### config.mk
export PLATFORM = sky130hd
export DESIGN_NAME = valid_pattern_generator_flat
export DESIGN_NICKNAME = d
export VERILOG_FILES = /design/src/rtl/valid_pattern_generator_if.sv /design/src/rtl/valid_pattern_generator.sv /design/src/flat_wrapper.sv
export SDC_FILE = /design/constraint.sdc
export NUM_CORES = 1
export LEC_CHECK = 0
export ABC_AREA = 1
export BUFFER_PORTS_ARGS = -buffer_cell sky130_fd_sc_hd__buf_2
export CAP_MARGIN = 20
export CORE_UTILIZATION = 40
export CTS_CLUSTER_DIAMETER = 200
export CTS_CLUSTER_SIZE = 25
export DETAILED_ROUTE_END_ITERATION = 8
export PLACE_DENSITY = 0.75
export SLEW_MARGIN = 20
export SYNTH_ARGS = -nofsm -noshare
export SYNTH_HDL_FRONTEND = slang
export SYNTH_SLANG_ARGS = --single-unit
### constraint.sdc
create_clock -name i_clk -period 4.5 [get_ports i_clk]
set_input_delay 0.675 -clock i_clk [delete_from_list [all_inputs] [get_ports i_clk]]
set_output_delay 0.675 -clock i_clk [all_outputs]
set_load 0.05 [all_outputs]
### src/rtl/valid_pattern_generator_if.sv
// Control and valid-lane bundle between the training sequencer and the VALTRAIN generator.
// The sequencer holds the master side; the generator holds the slave side.
interface valid_pattern_generator_if #(
  parameter int CW = 8
);
  logic          enable;
  logic [1:0]    mode;
  logic          start;
  logic          stop;
  logic          data_valid;
  logic [31:0]   tvld_l;
  logic          busy;
  logic          done;
  logic [CW-1:0] iter_cnt;

  modport master (
    output enable, mode, start, stop, data_valid,
    input  tvld_l, busy, done, iter_cnt
  );

  modport slave (
    input  enable, mode, start, stop, data_valid,
    output tvld_l, busy, done, iter_cnt
  );
endinterface

### src/rtl/valid_pattern_generator.sv
// Mainband valid-lane transmitter: VALTRAIN bursts, continuous training and functional valid framing.
//   state | meaning
//   IDLE  | off, or functional framing when mode is 11
//   BURST | fixed-length VALTRAIN burst, one 0x0F0F0F0F word per clock
//   CONT  | VALTRAIN every clock until stop
//   GAP   | trailing zero words after a burst, then the done pulse
module valid_pattern_generator #(
  parameter int BURST_ITER = 128,
  parameter int GAP_WORDS  = 4
) (
  input  logic                     i_clk,
  input  logic                     i_rst_n,
  valid_pattern_generator_if.slave vif
);

  localparam int CW  = $clog2(BURST_ITER) + 1;
  localparam int BW  = BURST_ITER / 4;
  localparam int WCW = $clog2(BW) + 1;
  localparam int GCW = $clog2(GAP_WORDS + 1) + 1;

  localparam logic [31:0]    PATTERN   = 32'h0F0F0F0F;
  localparam logic [WCW-1:0] WORD_LOAD = WCW'(BW - 1);
  localparam logic [WCW-1:0] WORD_DEC  = WCW'(1);
  localparam logic [GCW-1:0] GAP_LOAD  = GCW'(GAP_WORDS);
  localparam logic [GCW-1:0] GAP_DEC   = GCW'(1);
  localparam logic [CW-1:0]  ITER_MAX  = '1;
  localparam logic [CW-1:0]  ITER_STEP = CW'(4);

  typedef enum logic [1:0] {IDLE, BURST, CONT, GAP} state_t;

  state_t         state, state_nxt;
  logic [WCW-1:0] word_cnt, word_cnt_nxt;
  logic [GCW-1:0] gap_cnt, gap_cnt_nxt;
  logic [31:0]    tvld, tvld_nxt;
  logic           busy, busy_nxt;
  logic           done, done_nxt;
  logic [CW-1:0]  iter, iter_nxt;
  logic           abort;
  logic           start_ok;

  // Abort outranks terminal count, so a stop on the last burst or gap word suppresses done.
  assign abort    = !vif.enable || vif.stop;
  assign start_ok = vif.enable && vif.start && !vif.stop &&
                    (vif.mode == 2'b01 || vif.mode == 2'b10);

  always_ff @(posedge i_clk or negedge i_rst_n) begin
    if (!i_rst_n) begin
      state    <= IDLE;
      word_cnt <= '0;
      gap_cnt  <= '0;
      tvld     <= '0;
      busy     <= 1'b0;
      done     <= 1'b0;
      iter     <= '0;
    end else begin
      state    <= state_nxt;
      word_cnt <= word_cnt_nxt;
      gap_cnt  <= gap_cnt_nxt;
      tvld     <= tvld_nxt;
      busy     <= busy_nxt;
      done     <= done_nxt;
      iter     <= iter_nxt;
    end
  end

  always_comb begin
    state_nxt    = state;
    word_cnt_nxt = word_cnt;
    gap_cnt_nxt  = gap_cnt;
    tvld_nxt     = '0;
    busy_nxt     = 1'b0;
    done_nxt     = 1'b0;
    iter_nxt     = iter;
    case (state)
      IDLE: begin
        if (vif.enable && vif.mode == 2'b11 && vif.data_valid) tvld_nxt = PATTERN;
        // The entered state is the latched mode; mode is not looked at again until IDLE.
        if (start_ok) begin
          state_nxt    = (vif.mode == 2'b01) ? BURST : CONT;
          word_cnt_nxt = WORD_LOAD;
          gap_cnt_nxt  = GAP_LOAD;
          iter_nxt     = '0;
        end
      end
      BURST: begin
        if (abort) begin
          state_nxt = IDLE;
        end else begin
          tvld_nxt = PATTERN;
          busy_nxt = 1'b1;
          iter_nxt = iter + ITER_STEP;
          if (word_cnt == '0) state_nxt = GAP;
          else word_cnt_nxt = word_cnt - WORD_DEC;
        end
      end
      CONT: begin
        if (!vif.enable) begin
          state_nxt = IDLE;
        end else if (vif.stop) begin
          state_nxt = IDLE;
          done_nxt  = 1'b1;
        end else begin
          tvld_nxt = PATTERN;
          busy_nxt = 1'b1;
          iter_nxt = (iter > ITER_MAX - ITER_STEP) ? ITER_MAX : iter + ITER_STEP;
        end
      end
      GAP: begin
        // Terminal count of the gap timer is the done cycle, so a zero-length gap still pulses done.
        if (abort) begin
          state_nxt = IDLE;
        end else if (gap_cnt == '0) begin
          state_nxt = IDLE;
          done_nxt  = 1'b1;
        end else begin
          busy_nxt    = 1'b1;
          gap_cnt_nxt = gap_cnt - GAP_DEC;
        end
      end
      default: state_nxt = IDLE;
    endcase
  end

  assign vif.tvld_l   = tvld;
  assign vif.busy     = busy;
  assign vif.done     = done;
  assign vif.iter_cnt = iter;

endmodule

### src/flat_wrapper.sv
// flat-port wrapper written by rule: the top's interface ports become plain ports
module valid_pattern_generator_flat 
#(
  parameter int BURST_ITER = 128,
  parameter int GAP_WORDS  = 4
)
  (i_clk, i_rst_n, vif_enable, vif_mode, vif_start, vif_stop, vif_data_valid, vif_tvld_l, vif_busy, vif_done, vif_iter_cnt);
  valid_pattern_generator_if #(.CW(($clog2(BURST_ITER) + 1))) vif_i ();
  input  logic i_clk;
  input  logic i_rst_n;
  input wire logic [$bits(vif_i.enable)-1:0] vif_enable;
  input wire logic [$bits(vif_i.mode)-1:0] vif_mode;
  input wire logic [$bits(vif_i.start)-1:0] vif_start;
  input wire logic [$bits(vif_i.stop)-1:0] vif_stop;
  input wire logic [$bits(vif_i.data_valid)-1:0] vif_data_valid;
  output wire logic [$bits(vif_i.tvld_l)-1:0] vif_tvld_l;
  output wire logic [$bits(vif_i.busy)-1:0] vif_busy;
  output wire logic [$bits(vif_i.done)-1:0] vif_done;
  output wire logic [$bits(vif_i.iter_cnt)-1:0] vif_iter_cnt;
  assign vif_i.enable = vif_enable;
  assign vif_i.mode = vif_mode;
  assign vif_i.start = vif_start;
  assign vif_i.stop = vif_stop;
  assign vif_i.data_valid = vif_data_valid;
  assign vif_tvld_l = vif_i.tvld_l;
  assign vif_busy = vif_i.busy;
  assign vif_done = vif_i.done;
  assign vif_iter_cnt = vif_i.iter_cnt;
  valid_pattern_generator #(.BURST_ITER(BURST_ITER), .GAP_WORDS(GAP_WORDS)) u_core (.i_clk(i_clk), .i_rst_n(i_rst_n), .vif(vif_i));
endmodule
==> metrics.yaml, run 1 <==
outcome:
  outcome: "finished clean"
yosys:
  synthesis.instances: 226
  synth_top_flop_cell: "dfrtp_1"
  seq_area_frac_synth: 0.318
  synth_area_um2: 1730
  ys_seq_elements: 22
  synth_edf_count: 0
  synth_cell_type_count: 33
  yosysTopAreaCell: "dfrtp_1"
  synth_warnings: 0
  synth_area_leaders: "dfrtp_1 (32%), nand2_1 (15%), buf_4 (14%)"
  netlist.area_leader.share: 0.318
  synthArstFlopShare: 1.00
  avgSynthCellArea_um2: 7.67
layout:
  fillers: 416
  area_growth_pct: 5.05
  drive_above_1_share: 0.233
  instances_no_fill: 295
  nNetsFinal: 265
  antenna_cells: 0
placed_design:
  routabilityCongestion: 0.818
  dpl_worst_slack_ns: 2.57
  port-buffer-count: 33
  dp_hpwl_um: 2350
  place_inst: 291
global_route:
  grt_pass1_wl_um: 5360
  grt_max_degree: 23
  first_global_vias: 1257
  antenna_found_initial: 0
  overflow: 0
  grt_use_total: 0.154
floorplanning:
  placementRows: 23
  die_area_um2: 4600
  fp.coreArea_um2: 4090
  io_pins: 50
  die_h_um: 67.8
  die_w_um: 67.8
  initial_utilization: 0.424
cts:
  cts_sinks: 22
  hold_buffers: 0
  insertion_delay_ns: 0.26
  clock_path_buffers: 2
  cts_tree: "yes"
  h-tree-depth: 1
  cts_resized: 0
  cts_made_buffers: 3
  clockRootBuffer: "clkbuf_8"
  path_clk_slew_ns: 0.08
  cts_setup_buffers: 0
setup_path:
  crit_fanout: 16
  end_kind: "output port"
  cp_slowest_cell: "dfrtp_1"
  critPathBufInv: 1
  path_cells: "buf_2"
  setup.worst_path.class: "flop to output port"
  required_ns: 3.83
  cp.arrival_ns: 1.12
  worstSetupStartpoint: "u_core.vif.tvld_l[26]$_DFF_PN0_"
  slowest_delay_ns: 0.53
  r2r-start: "u_core.state[1]$_DFFE_PN0P_"
  cp-start-kind: "flop"
  critPathTopFamily: "flip-flops"
drt:
  antenna_left: 0
  drcViolationCount: 0
  initialDrtViolationCount: 36
  drt-total-wl_um: 2970
  vias_per_cell: 4.62
  wl_per_cell_um: 10.1
  vias: 1362
  first_pass_iters: 4
sta:
  tns_ns: 0
  max_freq_mhz: 557
  setup_ws_ns: 2.70
  timing.final.crit_share: 0.399
  slew_violations: 0
  hold_viol_final: 0
  finalClockSkew_ns: 0.00160
  max_slew.worst_pin.slew_ns: 0.507
  slew_headroom: 0.662
  fin_crit_ns: 1.80
  setup_viol_count_final: 0
  rsz0062_at_grt: "no"
power:
  p_per_area_nw_per_um2: 625
  ir_drop_v: 0.000173
  p_leak_nw: 1.00
worst_hold_path:
  hold_path_class: "primary input to async pin"
job:
  cap_violations: 0
-- cell usage after synthesis (3+ instances only) --
master and instances:
nand4_1 5, o21ai_1 7, buf_4 32, dfrtp_1 22, nand2_1 69, ha_1 11, inv_1 20, o21ai_0 7
or2_2 3, xor2_1 3, nand3_1 11, nor2_1 10
-- metal layers --
metal | track usage | vias up | wire length (um)
li1 | - | 710 | -
met3 | 0.0250 | 4 | 123
met4 | 0.0547 | 0 | 38
met5 | 0 | - | 0
met1 | 0.179 | 606 | 1340
met2 | 0.282 | 42 | 1460
-- stage by stage --
step	hold WS (ns)	instance area [um2]	power (W)	util
2_1_floorplan	0.379	1790	0.000948	-
3_3_place_gp	0.476	1770	0.000994	0.432
3_5_place_dp	0.493	1770	0.00100	0.432
4_1_cts	0.388	1820	0.00115	0.445
5_1_grt	0.406	1820	0.00125	0.445
6_report	0.374	1820	0.00114	0.445
-- logic make-up (layout without fill, tap and decap cells) --
group                      count (synthesis)  in the layout  share of synthesized area
buffers and inverters                     56             60                      0.199
and+or+nand+nor                          109            109                      0.295
xor gates and xnor gates                   4              4                     0.0202
other                                      1             16                    0.00216
DFF                                       22             22                      0.318
adders and majority gates                 11             11                     0.0794
AOI/OAI and AO/OA                         23             23                     0.0866
-- power by group --
part / switching (W) / leakage (nW) / internal [W]
clock: 0.0000637 / 0.0288 / 0.0000780
combinational: 0.000503 / 0.686 / 0.000181
sequential: 0.0000569 / 0.288 / 0.000255
-- state kept, by name, summed over array words and instances, names as in the netlist --
name	cells
u_core.vif.iter_cnt	7
u_core.state	2
u_core.vif.busy	1
u_core.vif.done	1
u_core.word_cnt	6
u_core.vif.tvld_l	1
u_core.gap_cnt	4
-- layout by cell type (no fill, tap or decap), drive strengths merged --
| cell | synthesis | routed |
|---|---|---|
| a21oi | 3 | 3 |
| a31oi | 2 | 2 |
| buf | 33 | 33 |
| clkbuf | 0 | 4 |
| clkinv | 1 | 1 |
| conb | 1 | 16 |
| dfrtp | 22 | 22 |
| ha | 11 | 11 |
| inv | 22 | 22 |
| nand2 | 72 | 72 |
| nand3 | 14 | 14 |
| nand3b | 1 | 1 |
| nand4 | 5 | 5 |
| nor2 | 13 | 13 |
| nor3 | 1 | 1 |
| o211ai | 1 | 1 |
| o21ai | 16 | 16 |
| o21bai | 1 | 1 |
| or2 | 3 | 3 |
| xnor2 | 1 | 1 |
| xor2 | 3 | 3 |
-- path summary, 6_finish.rpt --
kind	to	slack [ns]	cells after the start
max	vif_tvld_l[16]	2.70	1
min	u_core.word_cnt[5]$_DFFE_PN0P_	0.37	1
max reg2reg	u_core.word_cnt[1]$_DFFE_PN0P_	2.79	8
min reg2reg	u_core.gap_cnt[0]$_DFFE_PN0P_	0.51	2
max in group asynchronous	u_core.vif.iter_cnt[0]$_DFFE_PN0P_	3.79	1
min in group i_clk	u_core.gap_cnt[0]$_DFFE_PN0P_	0.51	2
-- layout make-up --
type	count	area, um2	area share
multi-input combinational	163	895	0.491
sequential	22	551	0.302
tap	50	62.6	0.0344
clock buffer	4	55.1	0.0302
inverter	23	92.6	0.0509
timing repair buffer	33	165	0.0907
No activity file was read; power rests on OpenSTA's default activity.
==> inputs of run 2 (changes only) <==
--- a/config.mk
+++ b/config.mk
@@ -12,7 +12,7 @@
 export CTS_CLUSTER_DIAMETER = 200
 export CTS_CLUSTER_SIZE = 25
 export DETAILED_ROUTE_END_ITERATION = 8
-export PLACE_DENSITY = 0.75
+export PLACE_DENSITY = 0.78
 export SLEW_MARGIN = 20
 export SYNTH_ARGS = -nofsm -noshare
 export SYNTH_HDL_FRONTEND = slang
==> constraint.sdc (replaced) <==
create_clock -name i_clk -period 1.5 [get_ports i_clk]
set_input_delay 0.225 -clock i_clk [delete_from_list [all_inputs] [get_ports i_clk]]
set_output_delay 0.225 -clock i_clk [all_outputs]
set_load 0.05 [all_outputs]
==> metrics.yaml, run 2 (same netlist as run 1, synthesis figures left out) <==
layout:
  largest_reg_flops: 7  # unchanged
  antenna_cells: 0  # unchanged
  drive_above_1_share: 0.332  # +0.0994
  final_common_cell: "nand2_1"
  register_area_um2: 557  # +1.1%
  layout_common_cells: "nand2_1 (67), buf_2 (33), inv_1 (17), dfrtp_1 (17), conb_1 (16)"
  multi_input_area_um2: 958  # +7.1%
  fillers: 383  # -7.9%
  finalCoreUtilization: 0.493  # +0.0475
  nNetsFinal: 282  # +6.4%
  area_growth_pct: 16.2
drt:
  vias: 1452  # +6.6%
  initialDrtViolationCount: 56  # +56%
  drcViolationCount: 0  # unchanged
  antenna_left: 0  # unchanged
  drt-total-wl_um: 3270  # +10%
  first_pass_iters: 4  # unchanged
  vias_per_cell: 4.65  # +0.80%
  wl_per_cell_um: 10.5  # +4.1%
setup_path:
  critPathTopFamily: "flip-flops"
  path_cells: "inv_2 -> ha_4 -> buf_4 -> nand4_1 -> buf_4 -> nand3_2 -> o21ai_1"
  worstSetupStartpoint: "u_core.state[1]$_DFFE_PN0P_"
  crit_fanout: 4  # -12
  cp_slowest_cell: "dfrtp_2"
  r2r-start: "u_core.state[1]$_DFFE_PN0P_"
  required_ns: 1.65  # -2.18 ns
  path_common_cell: "buf_4"
  critPathBufInv: 3  # +2
  cp-start-kind: "flop"
  cp.arrival_ns: 1.65  # +0.53 ns
  slowest_delay_ns: 0.45  # -0.08 ns
  setup.worst_path.class: "flop to flop"
  end_kind: "flop"
floorplanning:
  die_area_um2: 4600  # unchanged
  initial_utilization: 0.424  # unchanged
  die_h_um: 67.8  # unchanged
  fp.coreArea_um2: 4090  # unchanged
  io_pins: 50  # unchanged
  die_w_um: 67.8  # unchanged
  placementRows: 23  # unchanged
sta:
  setup_viol_count_final: 1  # +1
  finalClockSkew_ns: 0.00185  # +0.000251 ns
  timing.final.crit_share: 1.00
  timing.hold.ws_ns: 0.261  # -0.113 ns
  fin_crit_ns: 1.50
  rsz0062_at_grt: "yes"
  slew_violations: 0  # unchanged
  hold_viol_final: 0  # unchanged
  setup_ws_ns: -0.000501  # -2.70 ns
  max_freq_mhz: 666
placed_design:
  routabilityCongestion: 0.841  # +2.8%
  dp_hpwl_um: 2420  # +2.9%
  dpl_worst_slack_ns: -0.0312  # -2.60 ns
  port-buffer-count: 33  # unchanged
cts:
  clock_path_buffers: 2  # unchanged
  cts_tree: "yes"
  cts_sinks: 22  # unchanged
  path_clk_slew_ns: 0.08  # about the same
  cts_made_buffers: 3  # unchanged
  h-tree-depth: 1  # unchanged
  insertion_delay_ns: 0.26  # about the same
  clockRootBuffer: "clkbuf_8"
power:
  ir_drop_v: 0.000535  # +210%
  p_per_area_nw_per_um2: 1880  # +200%
  power_w: 0.00379  # +230%
  p_leak_nw: 1.08  # +7.5%
outcome:
  outcome: "finished, violations left"
  violations: "negative setup slack"
global_route:
  overflow: 0  # unchanged
  first_global_vias: 1252  # -0.40%
  antenna_found_initial: 0  # unchanged
  grt_max_degree: 23  # unchanged
  grt_use_total: 0.145  # -0.00938
  grt_pass1_wl_um: 5160  # -3.7%
job:
  cap_violations: 0  # unchanged
worst_hold_path:
  min-delay-start: "vif_enable"
  hold_path_class: "primary input to flop"
-- run 2: where the power goes --
| part | total, W | switching, W | internal, W |
|---|---|---|---|
| registers | 0.000950 | 0.000174 | 0.000776 |
| logic | 0.00242 | 0.00167 | 0.000745 |
| clock network | 0.000425 | 0.000191 | 0.000234 |
| total | 0.00379 | 0.00203 | 0.00176 |
-- run 2: tightest hold or removal path: stages --
cell and delay [ns]:
buf_2 0.11, nand3_1 0.07, o21ai_0 0.07
-- run 2: what timing repair did --
item,CTS,global route
endpoints found under the setup margin,14,35
hold endpoints to repair,22,0
pin swaps,0,8
cloned,0,1
hold buffers,1,0
resized for setup,1,19
setup buffers,0,4
-- run 2: layout make-up --
| class | count | share of cell area |
|---|---|---|
| multi-input cells | 164 | 0.476 |
| repair buffers | 49 | 0.143 |
| clock buffers | 4 | 0.0273 |
| flip-flops and latches | 22 | 0.276 |
| well taps | 50 | 0.0311 |
| inverters | 23 | 0.0466 |
-- run 2: layer usage --
metal | vias up | wire length [um] | share of wire | track usage
met2 | 49 | 1610 | 0.49 | 0.245
met3 | 4 | 161 | 0.049 | 0.0267
li1 | 746 | - | - | -
met4 | 0 | 41 | 0.013 | 0.0547
met1 | 653 | 1460 | 0.45 | 0.182
met5 | - | 0 | 0 | 0
-- run 2: final timing paths --
path / slack [ns] / cells past startpoint / end
max: -0.0005 / 7 / u_core.word_cnt[5]$_DFFE_PN0P_
min: 0.26 / 3 / u_core.vif.done$_DFF_PN0_
max reg2reg: -0.0005 / 7 / u_core.word_cnt[5]$_DFFE_PN0P_
min reg2reg: 0.50 / 2 / u_core.gap_cnt[1]$_DFFE_PN0P_
max in group asynchronous: 0.68 / 2 / u_core.vif.iter_cnt[2]$_DFFE_PN0P_
min in group asynchronous: 0.45 / 2 / u_core.gap_cnt[2]$_DFFE_PN0P_
-- run 2: through the flow --
| step | TNS [ns] | instances | cell area, um2 |
|---|---|---|---|
| 6_report | -0.000501 | 312 | 2010 |
| 2_1_floorplan | 0 | 241 | 1790 |
| 4_1_cts | -0.00525 | 307 | 1920 |
| 5_1_grt | -0.714 | 312 | 2010 |
| 3_5_place_dp | -0.159 | 302 | 1850 |
| 3_3_place_gp | 0 | 302 | 1850 |
